`src/rtl/keycode_das.sv`:
```
// Keyboard delayed-auto-shift: turns held keycodes into per-channel move/rotate pulses.
// Latency: outputs registered, update one cycle after the sampling frame_tick.
// Backpressure: none; advances only on frame_tick, all other cycles hold state.
//
// Ports:
//   clk_clk        system clock
//   reset_reset_n  asynchronous active-low reset
//   frame_tick     one-cycle pulse per video frame
//   keycode_in     N_SLOTS packed 8-bit keycodes, slot j at [8j+7:8j]
//   act_pulse      one-cycle event per action channel
//   act_held       per-channel held status latched at the last frame_tick
// Optional feature macro: KEYCODE_DAS_OPPOSE_EN (ch0/ch1 pressed together cancel out).
module keycode_das #(
  parameter int N_SLOTS     = 4,
  parameter int N_ACT       = 5,
  parameter     ACT_CODES   = 40'h0E0D160704,
  parameter     REPEAT_MASK = 5'b00111,
  parameter int DAS_INIT    = 16,
  parameter int DAS_REPEAT  = 6,
  parameter int CNT_W       = 5
) (
  input  logic                 clk_clk,
  input  logic                 reset_reset_n,
  input  logic                 frame_tick,
  input  logic [N_SLOTS*8-1:0] keycode_in,
  output logic [N_ACT-1:0]     act_pulse,
  output logic [N_ACT-1:0]     act_held
);

  // Parameter sanity
  if (DAS_INIT < 2 || DAS_INIT >= (1 << CNT_W)) begin : g_bad_init
    $error("keycode_das: DAS_INIT must be >= 2 and < 2**CNT_W");
  end
  if (DAS_REPEAT < 1 || DAS_REPEAT >= (1 << CNT_W)) begin : g_bad_repeat
    $error("keycode_das: DAS_REPEAT must be >= 1 and < 2**CNT_W");
  end
  if ($bits(ACT_CODES) != N_ACT*8) begin : g_bad_codes
    $error("keycode_das: ACT_CODES must be N_ACT*8 bits wide");
  end

  localparam logic [CNT_W-1:0] INIT_C = CNT_W'(DAS_INIT);
  localparam logic [CNT_W-1:0] REP_C  = CNT_W'(DAS_REPEAT);
  localparam logic [CNT_W-1:0] ONE_C  = CNT_W'(1);
  localparam logic [N_ACT-1:0] RMASK  = N_ACT'(REPEAT_MASK);

  typedef enum logic [1:0] {
    IDLE   = 2'd0,
    DELAY  = 2'd1,
    REPEAT = 2'd2,
    LOCK   = 2'd3
  } state_t;

  logic [7:0]       code_w [N_ACT];
  logic [N_ACT-1:0] match_raw;
  logic [N_ACT-1:0] kill;
  logic [N_ACT-1:0] match;

  state_t           state_q [N_ACT];
  state_t           state_d [N_ACT];
  logic [CNT_W-1:0] cnt_q   [N_ACT];
  logic [CNT_W-1:0] cnt_d   [N_ACT];
  logic [N_ACT-1:0] pulse_d;
  logic [N_ACT-1:0] pulse_q;
  logic [N_ACT-1:0] held_q;

  for (genvar g = 0; g < N_ACT; g++) begin : g_code
    assign code_w[g] = ACT_CODES[8*g +: 8];
  end

  // A code of 0x00 marks a disabled channel; duplicates across slots still give one match.
  always_comb begin
    match_raw = '0;
    for (int i = 0; i < N_ACT; i++) begin
      for (int j = 0; j < N_SLOTS; j++) begin
        if (code_w[i] != 8'h00 && keycode_in[8*j +: 8] == code_w[i]) begin
          match_raw[i] = 1'b1;
        end
      end
    end
  end

`ifdef KEYCODE_DAS_OPPOSE_EN
  // Left and right together are treated as neither being pressed.
  if (N_ACT >= 2) begin : g_oppose
    assign kill = {N_ACT{match_raw[0] & match_raw[1]}} & N_ACT'(3);
  end else begin : g_no_oppose
    assign kill = '0;
  end
`else
  assign kill = '0;
`endif

  assign match = match_raw & ~kill;

  // Next-state for every channel FSM; only committed on frame_tick.
  always_comb begin
    pulse_d = '0;
    for (int i = 0; i < N_ACT; i++) begin
      state_d[i] = state_q[i];
      cnt_d[i]   = cnt_q[i];
      case (state_q[i])
        IDLE: begin
          if (match[i]) begin
            pulse_d[i] = 1'b1;
            if (RMASK[i]) begin
              state_d[i] = DELAY;
              cnt_d[i]   = INIT_C;
            end else begin
              state_d[i] = LOCK;
            end
          end
        end
        DELAY, REPEAT: begin
          if (!match[i]) begin
            state_d[i] = IDLE;
            cnt_d[i]   = '0;
          end else if (cnt_q[i] == ONE_C) begin
            pulse_d[i] = 1'b1;
            state_d[i] = REPEAT;
            cnt_d[i]   = REP_C;
          end else begin
            cnt_d[i] = cnt_q[i] - ONE_C;
          end
        end
        LOCK: begin
          if (!match[i]) begin
            state_d[i] = IDLE;
          end
        end
        default: begin
          state_d[i] = IDLE;
          cnt_d[i]   = '0;
        end
      endcase
    end
  end

  always_ff @(posedge clk_clk or negedge reset_reset_n) begin
    if (!reset_reset_n) begin
      for (int i = 0; i < N_ACT; i++) begin
        state_q[i] <= IDLE;
        cnt_q[i]   <= '0;
      end
      pulse_q <= '0;
      held_q  <= '0;
    end else begin
      // Pulse register clears on every non-tick cycle so events are one cycle wide.
      pulse_q <= frame_tick ? pulse_d : '0;
      if (frame_tick) begin
        for (int i = 0; i < N_ACT; i++) begin
          state_q[i] <= state_d[i];
          cnt_q[i]   <= cnt_d[i];
        end
        held_q <= match;
      end
    end
  end

  assign act_pulse = pulse_q;
  assign act_held  = held_q;

endmodule
```
`config.mk`:
```
export PLATFORM = sky130hd
export DESIGN_NAME = keycode_das
export DESIGN_NICKNAME = d
export VERILOG_FILES = /design/src/rtl/keycode_das.sv
export SDC_FILE = /design/constraint.sdc
export NUM_CORES = 1
export LEC_CHECK = 0
export ABC_AREA = 1
export CORE_UTILIZATION = 55
export CTS_CLUSTER_DIAMETER = 40
export DETAILED_ROUTE_END_ITERATION = 8
export GPL_ROUTABILITY_DRIVEN = 0
export PLACE_DENSITY = 0.8
export SYNTH_ARGS = -nofsm -noshare
export SYNTH_HDL_FRONTEND = slang
export SYNTH_SLANG_ARGS = --single-unit
```
`constraint.sdc`:
```
create_clock -name clk_clk -period 3.25 [get_ports clk_clk]
set_input_delay 0.65 -clock clk_clk [delete_from_list [all_inputs] [get_ports clk_clk]]
set_output_delay 0.65 -clock clk_clk [all_outputs]
set_load 0.03 [all_outputs]
```
==> results of run 1 <==
power breakdown:
part	internal [W]	switching, W
Sequential	0.000656	0.0000826
Combinational	0.000315	0.000520
Clock	0.000153	0.000205
Total	0.00112	0.000808
final cells by class:
class / instances / area (um2) / area share [%]
Sequential cell: 45 / 1130 / 27.9
Timing Repair Buffer: 45 / 443 / 11.0
Clock inverter: 3 / 21.3 / 0.528
Clock buffer: 5 / 68.8 / 1.71
Tap cell: 75 / 93.8 / 2.33
Inverter: 86 / 323 / 8.01
Multi-Input combinational cell: 350 / 1950 / 48.5
cells by family (layout without fill, tap and decap cells):
| group | Yosys count | after routing | synth area share, % |
|---|---|---|---|
| buf+inv | 88 | 139 | 9.75 |
| flops | 45 | 45 | 33.0 |
| fa+ha+maj | 28 | 28 | 10.3 |
| compound gates | 55 | 55 | 9.68 |
| simple gates | 258 | 258 | 35.0 |
| xor+xnor | 9 | 9 | 2.31 |
cell usage after synthesis:
master,n
nor2_2,14
nor3_1,1
o32ai_1,1
nand3_2,2
a21oi_1,12
o21ai_0,16
inv_2,6
inv_1,79
nand2_1,122
o21ai_1,10
xnor2_1,5
o21ai_2,5
nand2_2,5
nand3_1,22
a211oi_2,1
xor2_1,4
nor3_2,1
or2_2,1
buf_2,2
nor2_1,59
a211oi_1,4
o211ai_1,1
nand2_4,10
nor3b_1,1
nand4_1,20
clkinv_1,1
o21bai_1,2
dfrtp_1,45
ha_1,28
a21oi_2,1
o31ai_1,1
o22ai_1,1
through the flow:
step	std cells	worst slack [ns]	power, W	utilization, %	hold WS [ns]
after floorplan	483	1.66	0.00135	-	0.354
after global routing	609	1.06	0.00210	67.7	0.543
after detailed placement	601	0.931	0.00157	66.2	0.470
after CTS	609	1.24	0.00193	67.7	0.493
after global placement	601	0.984	0.00153	66.2	0.469
final	609	1.21	0.00193	67.7	0.490
worst min-delay path, stage by stage, from the launching register on:
cell and delay [ns]:
dfrtp_1 0.35, nand2_1 0.06, o21ai_2 0.05
worst paths after layout:
check                      cells after the start  slack, ns              startpoint                     end
setup reg to reg                               8       1.53  state_q[2]$_DFFE_PN0P_    cnt_q[7]$_DFFE_PN0P_
max in group asynchronous                      1       2.11           reset_reset_n  state_q[5]$_DFFE_PN0P_
min in group asynchronous                      1       0.51           reset_reset_n   cnt_q[17]$_DFFE_PN0P_
hold reg to reg                                2       0.49   cnt_q[11]$_DFFE_PN0P_   cnt_q[11]$_DFFE_PN0P_
hold / removal                                 2       0.49   cnt_q[11]$_DFFE_PN0P_   cnt_q[11]$_DFFE_PN0P_
setup / recovery                               5       1.21              frame_tick    cnt_q[4]$_DFFE_PN0P_
state kept, by name, summed over array words and instances (netlist names):
name,flops
act_pulse,5
act_held,5
cnt_q,25
state_q,10
metal layers:
| metal | vias to the layer above | part of all wire [%] | track usage [%] |
|---|---|---|---|
| li1 | 1618 | - | - |
| met1 | 1430 | 45 | 30.9 |
| met2 | 93 | 49 | 44.2 |
| met3 | 12 | 4.7 | 2.81 |
| met4 | 0 | 1.4 | 6.79 |
| met5 | - | 0 | 0 |
==> flow_summary.toml, run 1 <==
[run_status]
status = "completed"

[sta]
max_freq_mhz = 490
worstMarginPinSlew_ns = 1.01
relSlewSlack_pct = 32.9
tns_ns = 0
finalCriticalPeriod_ns = 2.04
finalCritPeriodShare_pct = 62.8
clock_skew_ns = 0.00213
drv_slew = 0
rsz0062_at_grt = "no"
setup_violations = 0
hold_viol = 0

[global_route]
grt_pass1_vias = 2993
grt_max_degree = 46
overflow = 0
grt_first_pass_wirelength_mm = 12.7
antenna_found_initial = 0
grt_usage_pct = 24.5

[die]
coreArea_mm2 = 0.00596
die_w_um = 80.8
rows = 28
die_area_mm2 = 0.00652
start_util_pct = 57.3
die_y_um = 80.8
io_pins = 45

[worst_setup_path]
cp.required_ns = 3.45
crit_slowest_cell = "clkdlybuf4s50_1"
start_kind = "input pin"
max_stage_delay_ns = 0.81
cp_max_fo = 12
path_cells = "clkdlybuf4s50_1 -> nand2_1 -> inv_1 -> nand2_1 -> o32ai_1"
crit_arrival_ns = 2.24
critical-path-top-delay-family = "buffers and inverters"
crit_type = "input pin to register"
cp-end-kind = "register"
worst-path-buf-inv = 2
critPathMostFrequentCell = "nand2_1"

[clock_tree]
cts_hold_buf = 0
path_clk_slew_ns = 0.09
cts_root_buf = "clkbuf_8"
cts.sinks = 45
htree_levels = 2
cts_tree = "yes"
clkLatencyLatePin_ns = 0.30
cts_resized = 0
cts-buffers-inserted = 5
cts_buffer_depth = 2
postCtsSetupBuffers = 0

[yosys]
synthCells = 483
post-synth-top-area-fraction_pct = 33.0
synth.yosys.warnings = 0
synth_seq_cells = 45
synthesis.area_mm2 = 0.00341
yosysSeqAreaShare_pct = 33.0
synthTopCellsByArea = "dfrtp_1, nand2_1, ha_1"
synth_fp_nets = 546
netlist-cell-type-count = 32
synth_top_cell_by_area = "dfrtp_1"
avgSynthCellArea_um2 = 7.07

[route]
antenna_left = 0
initialDrtViolationCount = 119
avgRoutedWirePerCell_um = 12.2
vias = 3153
firstDrtPassIters = 5
route.detailed.drc = 0
via_per_inst = 5.18
routed_wl_mm = 7.42

[power_and_ir_drop]
power.density_mw_per_mm2 = 479
p_leak_nw = 1.99
vdd_drop_max_uv = 333

[placed_design]
hpwl_mm = 5.84
port_buffers = 44
postPlaceCellArea_mm2 = 0.00394

[cells_and_area]
areaGrowthSynthToFinish_pct = 18.1
layout_commonest_cell = "nand2_1"
stdcell_area_mm2 = 0.00403
mostFrequentLayoutCells = "nand2_1, inv_1, nor2_1, dfrtp_1, clkdlybuf4s50_1"
drive_gt1_share_pct = 10.5
diodes = 0
fillCellCount = 515
nets = 596

[worst_hold_path]
worst_hold_path_type = "register to register"

[flow_run]
cap_viol_max_count = 0
Power figures use the tool's default switching activity.
==> run 2: changes to the inputs <==
clock period = 1.9 ns   (was 3.25 ns; I/O delays follow)
==> run 2 against run 1 <==
Net effect:
- critical path depth grew 7
- register-to-register slack worse by 1.3 ns
- design area is 3.2% higher
- routed wire length fell by 1.0%
- core utilization rose by 2.1 points
- highest routed layer unchanged
- via count increased by 1.0%
- sequential power rose by 71%
- largest power group unchanged
- sequential share of layout area is 0.86 points lower
==> flow_summary.toml, run 2 (synthesis gave the netlist of run 1 again) <==
[run_status]
status = "completed"

[worst_setup_path]
max_stage_delay_ns = 0.51
path_cells = "clkdlybuf4s50_1 -> inv_1 -> nor2_1 -> nand2_1 -> nor2_1 -> nor2_2 -> nand2_4 -> nand2_4 -> nand2_4 -> nand2_4 -> nand2_1 -> o21ai_2"
crit_slowest_cell = "clkdlybuf4s50_1"
cp-end-kind = "register"
cp_max_fo = 10
crit_arrival_ns = 1.91
start_kind = "input pin"
critPathMostFrequentCell = "nand2_4"
crit_type = "input pin to register"
cp.required_ns = 2.09

[route]
route.detailed.drc = 0
firstDrtPassIters = 5
via_per_inst = 5.11
antenna_left = 0
vias = 3186
routed_wl_mm = 7.34
initialDrtViolationCount = 134
avgRoutedWirePerCell_um = 11.8

[die]
coreArea_mm2 = 0.00596
die_y_um = 80.8
die_w_um = 80.8
rows = 28
die_area_mm2 = 0.00652
start_util_pct = 57.3
io_pins = 45

[cells_and_area]
mostFrequentLayoutCells = "nand2_1, inv_1, nor2_1, dfrtp_1, clkdlybuf4s50_1"
layout_commonest_cell = "nand2_1"
reg_top3 = "cnt_q (25), state_q (10)"
drive_gt1_share_pct = 12.9
largest-register = "cnt_q"
nets = 611
diodes = 0
stdcell_area_mm2 = 0.00416
largest_reg_flops = 25
areaGrowthSynthToFinish_pct = 21.8

[global_route]
grt_usage_pct = 24.9
grt_pass1_vias = 3068
antenna_found_initial = 0
overflow = 0
grt_use_met1_pct = 29.1
top_usage_layer = "met2"
grt_util_met3_pct = 3.82
grt_max_degree = 26
met2_usage_pct = 46.4
grt_first_pass_wirelength_mm = 12.7

[placed_design]
hpwl_mm = 5.81
postPlaceCellArea_mm2 = 0.00407
port_buffers = 44

[clock_tree]
cts_root_buf = "clkbuf_8"
cts_buffer_depth = 2
htree_levels = 2
postCtsSetupBuffers = 0
clkLatencyLatePin_ns = 0.31
path_clk_slew_ns = 0.10
cts_tree = "yes"
cts-buffers-inserted = 5
cts.sinks = 45

[sta]
rsz0062_at_grt = "no"
clock_skew_ns = 0.0116
max_freq_mhz = 582
relSlewSlack_pct = 63.8
hold_viol = 0
setup_violations = 0
finalCriticalPeriod_ns = 1.72
drv_slew = 0
finalCritPeriodShare_pct = 90.4
worstMarginPinSlew_ns = 0.543

[power_and_ir_drop]
p_leak_nw = 2.08
power.density_mw_per_mm2 = 805
power_w = 0.00335
vdd_drop_max_uv = 534

[flow_run]
cap_viol_max_count = 0

[worst_hold_path]
worst_hold_path_type = "input pin to asynchronous set/reset pin"
-- run 2: timing repair --
action	in CTS	in global routing
hold buffers	0	0
endpoints found under the setup margin	0	2
resized for setup	0	1
-- run 2: layout make-up --
type | count | area (um2)
clock buffer | 5 | 68.8
clock inverter | 3 | 21.3
fill | 505 | 1800
tap | 75 | 93.8
inverter | 86 | 323
sequential | 45 | 1130
timing repair buffer | 60 | 571
multi-input combinational | 350 | 1950
-- run 2: path summary, 6_finish.rpt --
path,end,startpoint,slack (ns),cells after the start
worst max-delay path,cnt_q[12]$_DFFE_PN0P_,keycode_in[2],0.18,12
worst min-delay path,cnt_q[15]$_DFFE_PN0P_,reset_reset_n,0.04,1
worst max register to register,state_q[5]$_DFFE_PN0P_,cnt_q[11]$_DFFE_PN0P_,0.28,9
worst min register to register,cnt_q[11]$_DFFE_PN0P_,cnt_q[11]$_DFFE_PN0P_,0.49,2
max in group asynchronous,act_held[4]$_DFFE_PN0P_,reset_reset_n,1.33,2
min in group clk_clk,cnt_q[11]$_DFFE_PN0P_,cnt_q[11]$_DFFE_PN0P_,0.49,2
-- run 2: stage by stage --
step,TNS (ns),hold WS [ns],setup WS (ns),cells,utilization (%)
floorplan,0,0.0844,0.441,483,-
global placement,-0.810,0.385,-0.0803,616,68.3
detailed placement,-1.42,0.394,-0.122,616,68.3
CTS,0,0.0547,0.171,624,69.8
global route,0,0.0815,0.0291,624,69.8
finish,0,0.0402,0.182,624,69.8
-- run 2: worst max-delay path, delay by kind of cell --
kind | cells | cell delay [ns]
and+or+nand+nor | 9 | 0.91
buffers and inverters | 2 | 0.57
AOI/OAI and AO/OA | 1 | 0.05
-- run 2: where the power goes --
group,internal (W),switching [W],total (W),leakage (nW)
Sequential,0.00112,0.000133,0.00126,0.606
Clock,0.000262,0.000360,0.000622,0.0445
Combinational,0.000578,0.000893,0.00147,1.43
-- run 2: per-layer routing --
metal / vias to the layer above / part of all wire (%)
li1: 1651 / -
met1: 1474 / 44
met2: 51 / 52
met3: 10 / 2.6
met4: 0 / 1.4
met5: - / 0
